$ cat src/rtl/riscv_pkg.sv
// Shared core types for the fetch stage: fetch sequencer states and the canonical NOP.
package riscv_pkg;

   localparam logic [31:0] NOP_INSTRUCTION = 32'h0000_0013;   // addi x0, x0, 0

   typedef enum logic [2:0] {
      REQ   = 3'd0,
      WAIT  = 3'd1,
      HOLD  = 3'd2,
      DROP  = 3'd3,
      FAULT = 3'd4
   } fetch_state_t;

   function automatic logic [31:0] pc_inc(input logic [31:0] pc);
      return pc + 32'd4;
   endfunction

endpackage

$ cat src/rtl/fetch_ctrl_if.sv
// Instruction-memory request/response bundle: single outstanding request, in-order response.
interface fetch_ctrl_if;
   logic        req;
   logic [31:0] addr;
   logic        gnt;
   logic        rvalid;
   logic [31:0] rdata;

   modport master (output req, addr, input gnt, rvalid, rdata);
   modport slave  (input req, addr, output gnt, rvalid, rdata);
endinterface

$ cat src/rtl/fetch_buf.sv
// One-entry instruction word buffer used while decode is stalled; clear beats load.
module fetch_buf
   import riscv_pkg::*;
(
   input  logic        clk_i,
   input  logic        rst_i,
   input  logic        load_i,
   input  logic        clear_i,
   input  logic [31:0] data_i,
   output logic [31:0] data_o,
   output logic        valid_o
);

   logic [31:0] data_q;
   logic        valid_q;

   always_ff @(posedge clk_i) begin
      if (rst_i) begin
         data_q  <= NOP_INSTRUCTION;
         valid_q <= 1'b0;
      end else if (clear_i) begin
         valid_q <= 1'b0;
      end else if (load_i) begin
         data_q  <= data_i;
         valid_q <= 1'b1;
      end
   end

   assign data_o  = data_q;
   assign valid_o = valid_q;

endmodule

$ cat src/rtl/fetch_ctrl.sv
// Fetch sequencer: PC register, imem handshake FSM, stale-response discard.
// Optional FETCH_MISALIGN_EN: misaligned redirect targets raise a fetch fault instead of being aligned.
module fetch_ctrl
   import riscv_pkg::*;
#(
   parameter logic [31:0] RESET_PC = 32'h0000_0000
) (
   input  logic         clk_i,
   input  logic         rst_i,
   fetch_ctrl_if.master imem,
   input  logic         redirect_i,
   input  logic [31:0]  redirect_pc_i,
   input  logic         trap_i,
   input  logic [31:0]  trap_pc_i,
   input  logic         id_stall_i,
   output logic         if_d_valid,
   output logic         imem_rdata_valid,
   output logic [31:0]  if_d_pc,
   output logic [31:0]  if_d_pc_plus_4,
   output logic [31:0]  if_d_insn,
   output logic         if_id_stall,
   output logic         if_id_flush
`ifdef FETCH_MISALIGN_EN
   ,
   output logic         if_d_fetch_fault
`endif
);

   fetch_state_t state_q, state_d;
   logic [31:0]  pc_q, pc_d;
   logic         fault_pend_q, fault_pend_d;

   logic         flush;
   logic [31:0]  raw_target;
   logic [31:0]  target;
   logic         target_bad;
   logic         buf_load, buf_clear, buf_valid;
   logic [31:0]  buf_data;
   logic         req_int, valid_int;
   logic [31:0]  insn_int;
`ifdef FETCH_MISALIGN_EN
   logic         fault_int;
`endif

   assign flush      = trap_i | redirect_i;
   assign raw_target = trap_i ? trap_pc_i : redirect_pc_i;

`ifdef FETCH_MISALIGN_EN
   assign target     = raw_target;
   assign target_bad = |raw_target[1:0];
`else
   assign target     = raw_target & 32'hFFFF_FFFC;
   assign target_bad = 1'b0;
`endif

   fetch_buf u_buf (
      .clk_i   (clk_i),
      .rst_i   (rst_i),
      .load_i  (buf_load),
      .clear_i (buf_clear),
      .data_i  (imem.rdata),
      .data_o  (buf_data),
      .valid_o (buf_valid)
   );

   always_ff @(posedge clk_i) begin
      if (rst_i) begin
         state_q      <= REQ;
         pc_q         <= RESET_PC;
         fault_pend_q <= 1'b0;
      end else begin
         state_q      <= state_d;
         pc_q         <= pc_d;
         fault_pend_q <= fault_pend_d;
      end
   end

   always_comb begin
      state_d      = state_q;
      pc_d         = pc_q;
      fault_pend_d = fault_pend_q;
      buf_load     = 1'b0;
      buf_clear    = 1'b0;
      req_int      = 1'b0;
      valid_int    = 1'b0;
      insn_int     = NOP_INSTRUCTION;
`ifdef FETCH_MISALIGN_EN
      fault_int    = 1'b0;
`endif

      // fault_pend_q remembers whether the target behind a DROP must fault once the stale word lands
      if (flush) begin
         pc_d         = target;
         fault_pend_d = target_bad;
      end

      case (state_q)
         REQ: begin
            req_int = 1'b1;
            if (flush)
               state_d = imem.gnt ? DROP : (target_bad ? FAULT : REQ);
            else if (imem.gnt)
               state_d = WAIT;
         end
         WAIT: begin
            if (flush) begin
               state_d = imem.rvalid ? (target_bad ? FAULT : REQ) : DROP;
            end else if (imem.rvalid) begin
               valid_int = 1'b1;
               insn_int  = imem.rdata;
               if (!id_stall_i) begin
                  pc_d    = pc_inc(pc_q);
                  state_d = REQ;
               end else begin
                  buf_load = 1'b1;
                  state_d  = HOLD;
               end
            end
         end
         HOLD: begin
            if (flush) begin
               buf_clear = 1'b1;
               state_d   = target_bad ? FAULT : REQ;
            end else begin
               valid_int = buf_valid;
               insn_int  = buf_data;
               if (!id_stall_i) begin
                  buf_clear = 1'b1;
                  pc_d      = pc_inc(pc_q);
                  state_d   = REQ;
               end
            end
         end
         DROP: begin
            if (imem.rvalid)
               state_d = fault_pend_d ? FAULT : REQ;
         end
         FAULT: begin
            // pc_q holds the faulting target; the presentation persists until the next redirect
            if (flush) begin
               state_d = target_bad ? FAULT : REQ;
            end else begin
               valid_int = 1'b1;
`ifdef FETCH_MISALIGN_EN
               fault_int = 1'b1;
`endif
            end
         end
         default: state_d = REQ;
      endcase
   end

   assign imem.req         = req_int & ~rst_i;
   assign imem.addr        = pc_q;
   assign if_d_valid       = valid_int & ~rst_i;
   assign imem_rdata_valid = if_d_valid;
   assign if_d_insn        = if_d_valid ? insn_int : NOP_INSTRUCTION;
   assign if_d_pc          = pc_q;
   assign if_d_pc_plus_4   = pc_inc(pc_q);
   assign if_id_stall      = id_stall_i;
   assign if_id_flush      = flush;
`ifdef FETCH_MISALIGN_EN
   assign if_d_fetch_fault = fault_int & ~rst_i;
`endif

endmodule

$ cat src/flat_wrapper.sv
// flat-port wrapper written by rule: the top's interface ports become plain ports
module fetch_ctrl_flat import riscv_pkg::*;
#(
   parameter logic [31:0] RESET_PC = 32'h0000_0000
)
  (clk_i, rst_i, redirect_i, redirect_pc_i, trap_i, trap_pc_i, id_stall_i, if_d_valid, imem_rdata_valid, if_d_pc, if_d_pc_plus_4, if_d_insn, if_id_stall, if_id_flush, imem_req, imem_addr, imem_gnt, imem_rvalid, imem_rdata);
  fetch_ctrl_if imem_i ();
  input  logic clk_i;
  input  logic rst_i;
  input  logic redirect_i;
  input  logic [31:0] redirect_pc_i;
  input  logic trap_i;
  input  logic [31:0] trap_pc_i;
  input  logic id_stall_i;
  output logic if_d_valid;
  output logic imem_rdata_valid;
  output logic [31:0] if_d_pc;
  output logic [31:0] if_d_pc_plus_4;
  output logic [31:0] if_d_insn;
  output logic if_id_stall;
  output logic if_id_flush;
  output wire logic [$bits(imem_i.req)-1:0] imem_req;
  output wire logic [$bits(imem_i.addr)-1:0] imem_addr;
  input wire logic [$bits(imem_i.gnt)-1:0] imem_gnt;
  input wire logic [$bits(imem_i.rvalid)-1:0] imem_rvalid;
  input wire logic [$bits(imem_i.rdata)-1:0] imem_rdata;
  assign imem_req = imem_i.req;
  assign imem_addr = imem_i.addr;
  assign imem_i.gnt = imem_gnt;
  assign imem_i.rvalid = imem_rvalid;
  assign imem_i.rdata = imem_rdata;
  fetch_ctrl #(.RESET_PC(RESET_PC)) u_core (.clk_i(clk_i), .rst_i(rst_i), .imem(imem_i), .redirect_i(redirect_i), .redirect_pc_i(redirect_pc_i), .trap_i(trap_i), .trap_pc_i(trap_pc_i), .id_stall_i(id_stall_i), .if_d_valid(if_d_valid), .imem_rdata_valid(imem_rdata_valid), .if_d_pc(if_d_pc), .if_d_pc_plus_4(if_d_pc_plus_4), .if_d_insn(if_d_insn), .if_id_stall(if_id_stall), .if_id_flush(if_id_flush));
endmodule
$ cat config.mk
export PLATFORM = sky130hd
export DESIGN_NAME = fetch_ctrl_flat
export DESIGN_NICKNAME = d
export VERILOG_FILES = /design/src/rtl/riscv_pkg.sv /design/src/rtl/fetch_ctrl_if.sv /design/src/rtl/fetch_buf.sv /design/src/rtl/fetch_ctrl.sv /design/src/flat_wrapper.sv
export SDC_FILE = /design/constraint.sdc
export NUM_CORES = 1
export LEC_CHECK = 0
export CAP_MARGIN = 20
export CORE_AREA = 2 2 119 121
export DETAILED_ROUTE_END_ITERATION = 16
export DIE_AREA = 0 0 121 123
export GPL_ROUTABILITY_DRIVEN = 0
export GPL_TIMING_DRIVEN = 1
export PLACE_DENSITY = 0.76
export SLEW_MARGIN = 20
export SYNTH_ARGS = -nofsm -noshare
export SYNTH_HDL_FRONTEND = slang
export SYNTH_HIERARCHICAL = 1
export SYNTH_SLANG_ARGS = --single-unit
export TNS_END_PERCENT = 5
$ cat constraint.sdc
create_clock -name clk_i -period 3.2 [get_ports clk_i]
set_input_delay 0.64 -clock clk_i [delete_from_list [all_inputs] [get_ports clk_i]]
set_output_delay 0.64 -clock clk_i [all_outputs]
set_load 0.02 [all_outputs]
# After elaboration in Yosys (flattened, before gate mapping)
# Index checks and enable logic that the tools add are counted.
[totals]
elab_cells = 63
output_inout_bits = 133
inputBits = 103
regBits = 69
[op_classes]
n_bitwise = 5
addsub = 1
eq_ne = 9
reduce_logical = 4
n_mux = 39
[op_table]
columns = ["op", "count"]
rows = [
  ["2-to-1 mux 32 bit", 10],
  ["one-hot mux 32 bit (2 select lines)", 2],
  ["adder 32 x 3 -> 32 bit, second input constant", 1],
  ["2-to-1 mux 3 bit", 9],
  ["one-hot mux 3 bit (5 select lines)", 1],
  ["2-to-1 mux 1 bit", 13],
  ["!= test 3 bit, second input constant", 3],
  ["equality test 3 x 2 -> 1 bit, second input constant", 2],
  ["2-to-1 mux 2 bit", 3],
  ["AND reduction 5 bit", 1],
  ["!= test 2 bit, second input constant", 2],
  ["equality test 3 x 1 -> 1 bit, second input constant", 1],
  ["equality test 3 bit, second input constant", 1],
  ["logical NOT 3 bit", 1],
  ["one-hot mux 1 bit (3 select lines)", 1],
  ["bitwise AND 1 bit", 2],
  ["inverter 1 bit", 2],
  ["AND reduction 2 bit", 1],
  ["OR reduction 2 bit", 1],
  ["OR 1 bit", 1],
]

# Depth between registers and ports, before layout
# Gate-level depths: netlist of the first run.
[logic_depth]
ltp_word = 6
mapped_depth = 9

# Hierarchy
# Netlist of the first run, hierarchy kept.
[by_module_without_submodules]
columns = ["module", "area_per_inst_um2", "n_inst", "seq_area_each_um2", "cells_per_inst"]
rows = [
  ["fetch_ctrl", 3886.2, 1, 720.7, 553],
  ["fetch_buf", 1481.4, 1, 660.6, 149],
]

# Least setup slack after synthesis of the first run
# Ideal clock, no wire load.
[synth_timing]
kind = "input to output"
start = "input port trap_i"
end = "output port if_d_insn[21]"
path_slack_ns = -0.101
t_required_ns = 2.560
arrival_ns = 2.661
path_stages = 8
cell_sequence = "nor2_1 > inv_1 > a211o_1 > a21oi_1 > nand2_1 > clkbuf_1 > clkbuf_1 > nor2_1"
[synth_between]
elab_chain_cells = 5
[synth_rtl]
columns = ["item", "line", "text"]
rows = [
  ["start, declared", "flat_wrapper.sv:12", "input logic trap_i;"],
  ["OR 1 bit *", "fetch_ctrl.sv:45", "assign flush = trap_i | redirect_i;"],
  ["2-to-1 mux 1 bit, on equally long branches", "fetch_ctrl.sv:140, fetch_ctrl.sv:106, fetch_ctrl.sv:121", ""],
  ["one-hot mux 1 bit (3 select lines) *", "fetch_ctrl.sv:97", "case (state_q)"],
  ["bitwise AND 1 bit *", "fetch_ctrl.sv:155", "assign if_d_valid = valid_int & ~rst_i;"],
  ["net if_d_valid", "flat_wrapper.sv:15", "output logic if_d_valid;"],
  ["2-to-1 mux 32 bit *", "fetch_ctrl.sv:157", "assign if_d_insn = if_d_valid ? insn_int : NOP_INSTRUCTION;"],
  ["end, declared", "flat_wrapper.sv:19", "output logic [31:0] if_d_insn;"],
]
# The timed path passes the listed nets; every way through them passes the cells marked *.

# Worst setup path in the final report of the first run
[layout_timing]
start = "register u_core.pc_q[20] (netlist: u_core/if_d_pc[20])"
end = "output port if_d_pc_plus_4[29]"
[layout_between]
elab_chain_cells = 1
[layout_rtl]
columns = ["item", "line", "text"]
rows = [
  ["start, declared", "fetch_ctrl.sv:30", "logic [31:0] pc_q, pc_d;"],
  ["start signal, assigned", "fetch_ctrl.sv:73", "pc_q <= pc_d;"],
  ["adder 32 x 3 -> 32 bit", "riscv_pkg.sv:15", "return pc + 32'd4;"],
  ["end, declared", "flat_wrapper.sv:18", "output logic [31:0] if_d_pc_plus_4;"],
]
# No other way between the ends.

==> results of run 1 <==
## worst max-delay path, stage by stage, from the launching register on
cell	delay, ps
dfxtp_1	330
and4_4	240
or4b_4	530
buf_4	190
o31a_1	290
or2_2	310
clkdlybuf4s15_1	290
## path summary, 6_finish.rpt
check,from,to,slack (ps),cells past startpoint
setup / recovery,u_core/if_d_pc[20]$_SDFF_PP0_,if_d_pc_plus_4[29],30,6
hold / removal,u_core/u_buf/data_o[30]$_SDFFE_PP0P_,u_core/u_buf/data_o[30]$_SDFFE_PP0P_,470,2
setup reg to reg,u_core/state_q[1]$_SDFFE_PP0P_,u_core/if_d_pc[23]$_SDFF_PP0_,1050,7
hold reg to reg,u_core/u_buf/data_o[30]$_SDFFE_PP0P_,u_core/u_buf/data_o[30]$_SDFFE_PP0P_,470,2
## layer usage
layer,part of all wire,wire length (um),vias up
met5,0,0,-
met2,0.47,9535,311
met3,0.078,1571,54
met1,0.42,8345,2909
met4,0.032,648,0
li1,-,-,2994
## sequential cells by signal, summed over array words and instances, names as in the netlist
name                  cells
u_core/u_buf/data_o      32
u_core/if_d_pc           32
u_core/fault_pend_q       1
u_core/u_buf/valid_o      1
u_core/state_q            3
## area by class of cell
cell class	count	area, um2	area share
Timing Repair Buffer	303	2855	0.3460
Multi-Input combinational cell	519	3417	0.4141
Clock inverter	7	106.4	0.01289
Sequential cell	69	1381	0.1674
Clock buffer	9	225.2	0.02729
Tap cell	180	225.2	0.02729
Inverter	11	41.29	0.005004
## report_power, final
| group | switching, mW | leakage, nW | internal (mW) |
|---|---|---|---|
| clock network | 0.429 | 0.163 | 0.696 |
| registers | 0.0471 | 0.565 | 0.911 |
| logic | 0.612 | 2.27 | 0.568 |
| total | 1.09 | 3.00 | 2.18 |
## cell usage in the layout (no fill, tap or decap), types with 6 or more instances in the layout
cell and instances:
xnor2_1 20, dlymetal6s2s_1 9, inv_1 10, nand2_1 38
nand3_1 18, o211ai_1 11, a22oi_1 31, nor3_1 16
clkbuf_2 15, o21ai_1 20, mux2i_1 7, a31oi_1 6
nor2_1 66, nand2b_1 35, clkdlybuf4s15_1 18, clkbuf_16 9
nor4_1 11, a21oi_1 25, clkdlybuf4s50_1 186, buf_4 67
o21ai_0 29, xor2_1 12, o22ai_1 16, o21a_1 12
nand4_1 11, nand4bb_1 29, a211oi_1 7, dfxtp_1 69
and3_1 7
## cell families (layout without fill, tap and decap cells)
kind of cell,Yosys count,count (layout)
simple gates,274,274
compound gates,203,203
buf+inv,114,330
flops,69,69
xor+xnor,32,32
mux,9,9
fa+ha+maj,1,1
## through the flow
| step | hold slack (ps) | instances | utilization |
|---|---|---|---|
| 4_1_cts | 469.9 | 1098 | 0.6058 |
| 2_1_floorplan | 442.3 | 702 | - |
| 3_3_place_gp | 453.3 | 1082 | 0.5840 |
| 5_1_grt | 487.6 | 1098 | 0.6062 |
| 3_5_place_dp | 458.4 | 1082 | 0.5840 |
| 6_report | 467.3 | 1098 | 0.6062 |
==> summary.txt, run 1 <==
Timing
  – Slew Limit Fails: 0
  – Final setup viols: 0
  – RSZ-0062 raised after global routing: yes
  – Setup Skew: around 9.5 ps
  – Period utilization: 0.9905
  – Max Fclk: ~320 MHz
  – Final min period: ~3200 ps
  – Setup WS post-layout: 30.31 ps
  – Slew HR: 0.5415
  – Setup TNS: 0 ps
  – Slew @ Worst Pin: between 600 and 700 ps
  – Hold Fails Final Rpt: 0

Synth
  – Synth top area share: 0.2573
  – Synth Instances: approximately 700
  – Ys Warns: 6
  – Post-Syn Area: roughly 5400 um2
  – Multiplexer area fraction after synthesis: 0.01725
  – Netlist cell types: between 60 and 70
  – Xor-xnor portion of the synthesized cell area: 0.05221
  – Yosys top cell by area: dfxtp_1
  – Seq cells post-synth: 69
  – Leading post-synthesis cells by cell area: dfxtp_1, nand4bb_1, buf_4, nor2_1, a22oi_1
  – Share of synthesized cell area in full adder, half adder and majority cells: 0.002331
  – Post-Syn Nets: roughly 800
  – Simple logic cell fraction of the synthesized area: 0.3035
  – Synth top cells by count: dfxtp_1, nor2_1, clkbuf_1
  – Mapped Avg Cell Area: 7.646 um2
  – Primary FF master, synth: dfxtp_1
  – Synth Area in Compound Gates: 0.2531
  – Post-synth EDFFs: 0
  – Largest family of logic cells by synthesized area: simple AND/OR/NAND/NOR gates
  – Asr flop ratio synth: 0
  – Seq/Total Area, Yosys: 0.2573

Clock network
  – TritonCTS clock tree: done
  – Worst-Skew Late Latency: roughly 340 ps
  – Gates resized, CTS repair: 37
  – Number of CTS-inserted buffers: 9
  – Deepest clock path buffer count: 2
  – Sink Count: slightly below 70
  – H-tree Lvls: 3
  – Hold Buf Count CTS: 0
  – Clock root buffer: clkbuf_16
  – Post-CTS Setup Bufs: 0
  – Clk slew on worst S/H paths: about 70 ps

Pwr
  – Power, Total: 3.264 mW
  – Maximum VDD drop: between 0.2 and 0.25 mV
  – Power Density: 395.5 nW/um2
  – Leak: 3.000 nW

Detailed routing
  – DRT Wirelength: roughly 20000 um
  – First-pass detailed-route iteration total: 8
  – ANT nets after route: 0
  – Drt drc: 0
  – Wirelength per Cell: 18.31 um
  – Vias/cell: 5.709
  – DRT iter0 DRCs: 557
  – DR vias: 6268

Global route
  – Most Used Layer, Global Route: met2
  – Met3 usage: 0.03967
  – Antenna violations before repair: 0
  – GR Util All Layers: 0.2600
  – Vias in the first global route: roughly 5800
  – Largest net degree at the start of global routing: 70
  – M2 GR Usage: 0.4238
  – Met1 usage: 0.3429
  – Total gr overflow: 0
  – First-pass GRT wire length: a little over 30000 um

Layout
  – # fillers: 1212
  – Layout cells sized above 1: 0.1416
  – Post-route design area: between 8000 and 9000 um2
  – N_diodes: 0
  – Area Overhead vs Synth: 53.73%
  – Nets: around 1000

Critical path
  – Critical path class: reg2out
  – CP arrival: 2530 ps
  – Worst Setup End Kind: primary output
  – Worst EP required: roughly 2600 ps
  – Critical path fanouts, max: 7
  – Startpoint Class: flop

Placed design
  – Hpwl dp: about 15000 um
  – PortBufs: ~230
  – Placed instance area: 7949 um2
  – Pre-CTS WS: -241.9 ps

Floorplanning
  – Top Ports: 236
  – Die Ht: approximately 120 um
  – Core area: about 14000 um2
  – Die W: 121 um
  – Die area: around 15000 um2
  – Initial Util: 0.3943
  – Row count: 43

Run
  – Max-cap violations: 0

Min path
  – Min-delay worst type: reg2reg

Outcome
  – Status: finished clean
Power figures use the tool's default switching activity.
==> inputs of run 2 (changes only) <==
--- a/config.mk
+++ b/config.mk
@@ -7,6 +7,7 @@
 export LEC_CHECK = 0
 export CAP_MARGIN = 20
 export CORE_AREA = 2 2 119 121
+export CTS_CLUSTER_DIAMETER = 40
 export DETAILED_ROUTE_END_ITERATION = 16
 export DIE_AREA = 0 0 121 123
 export GPL_ROUTABILITY_DRIVEN = 0
==> results of run 2 <==
The final DEF is identical to that of run 1; final timing and power are the same.
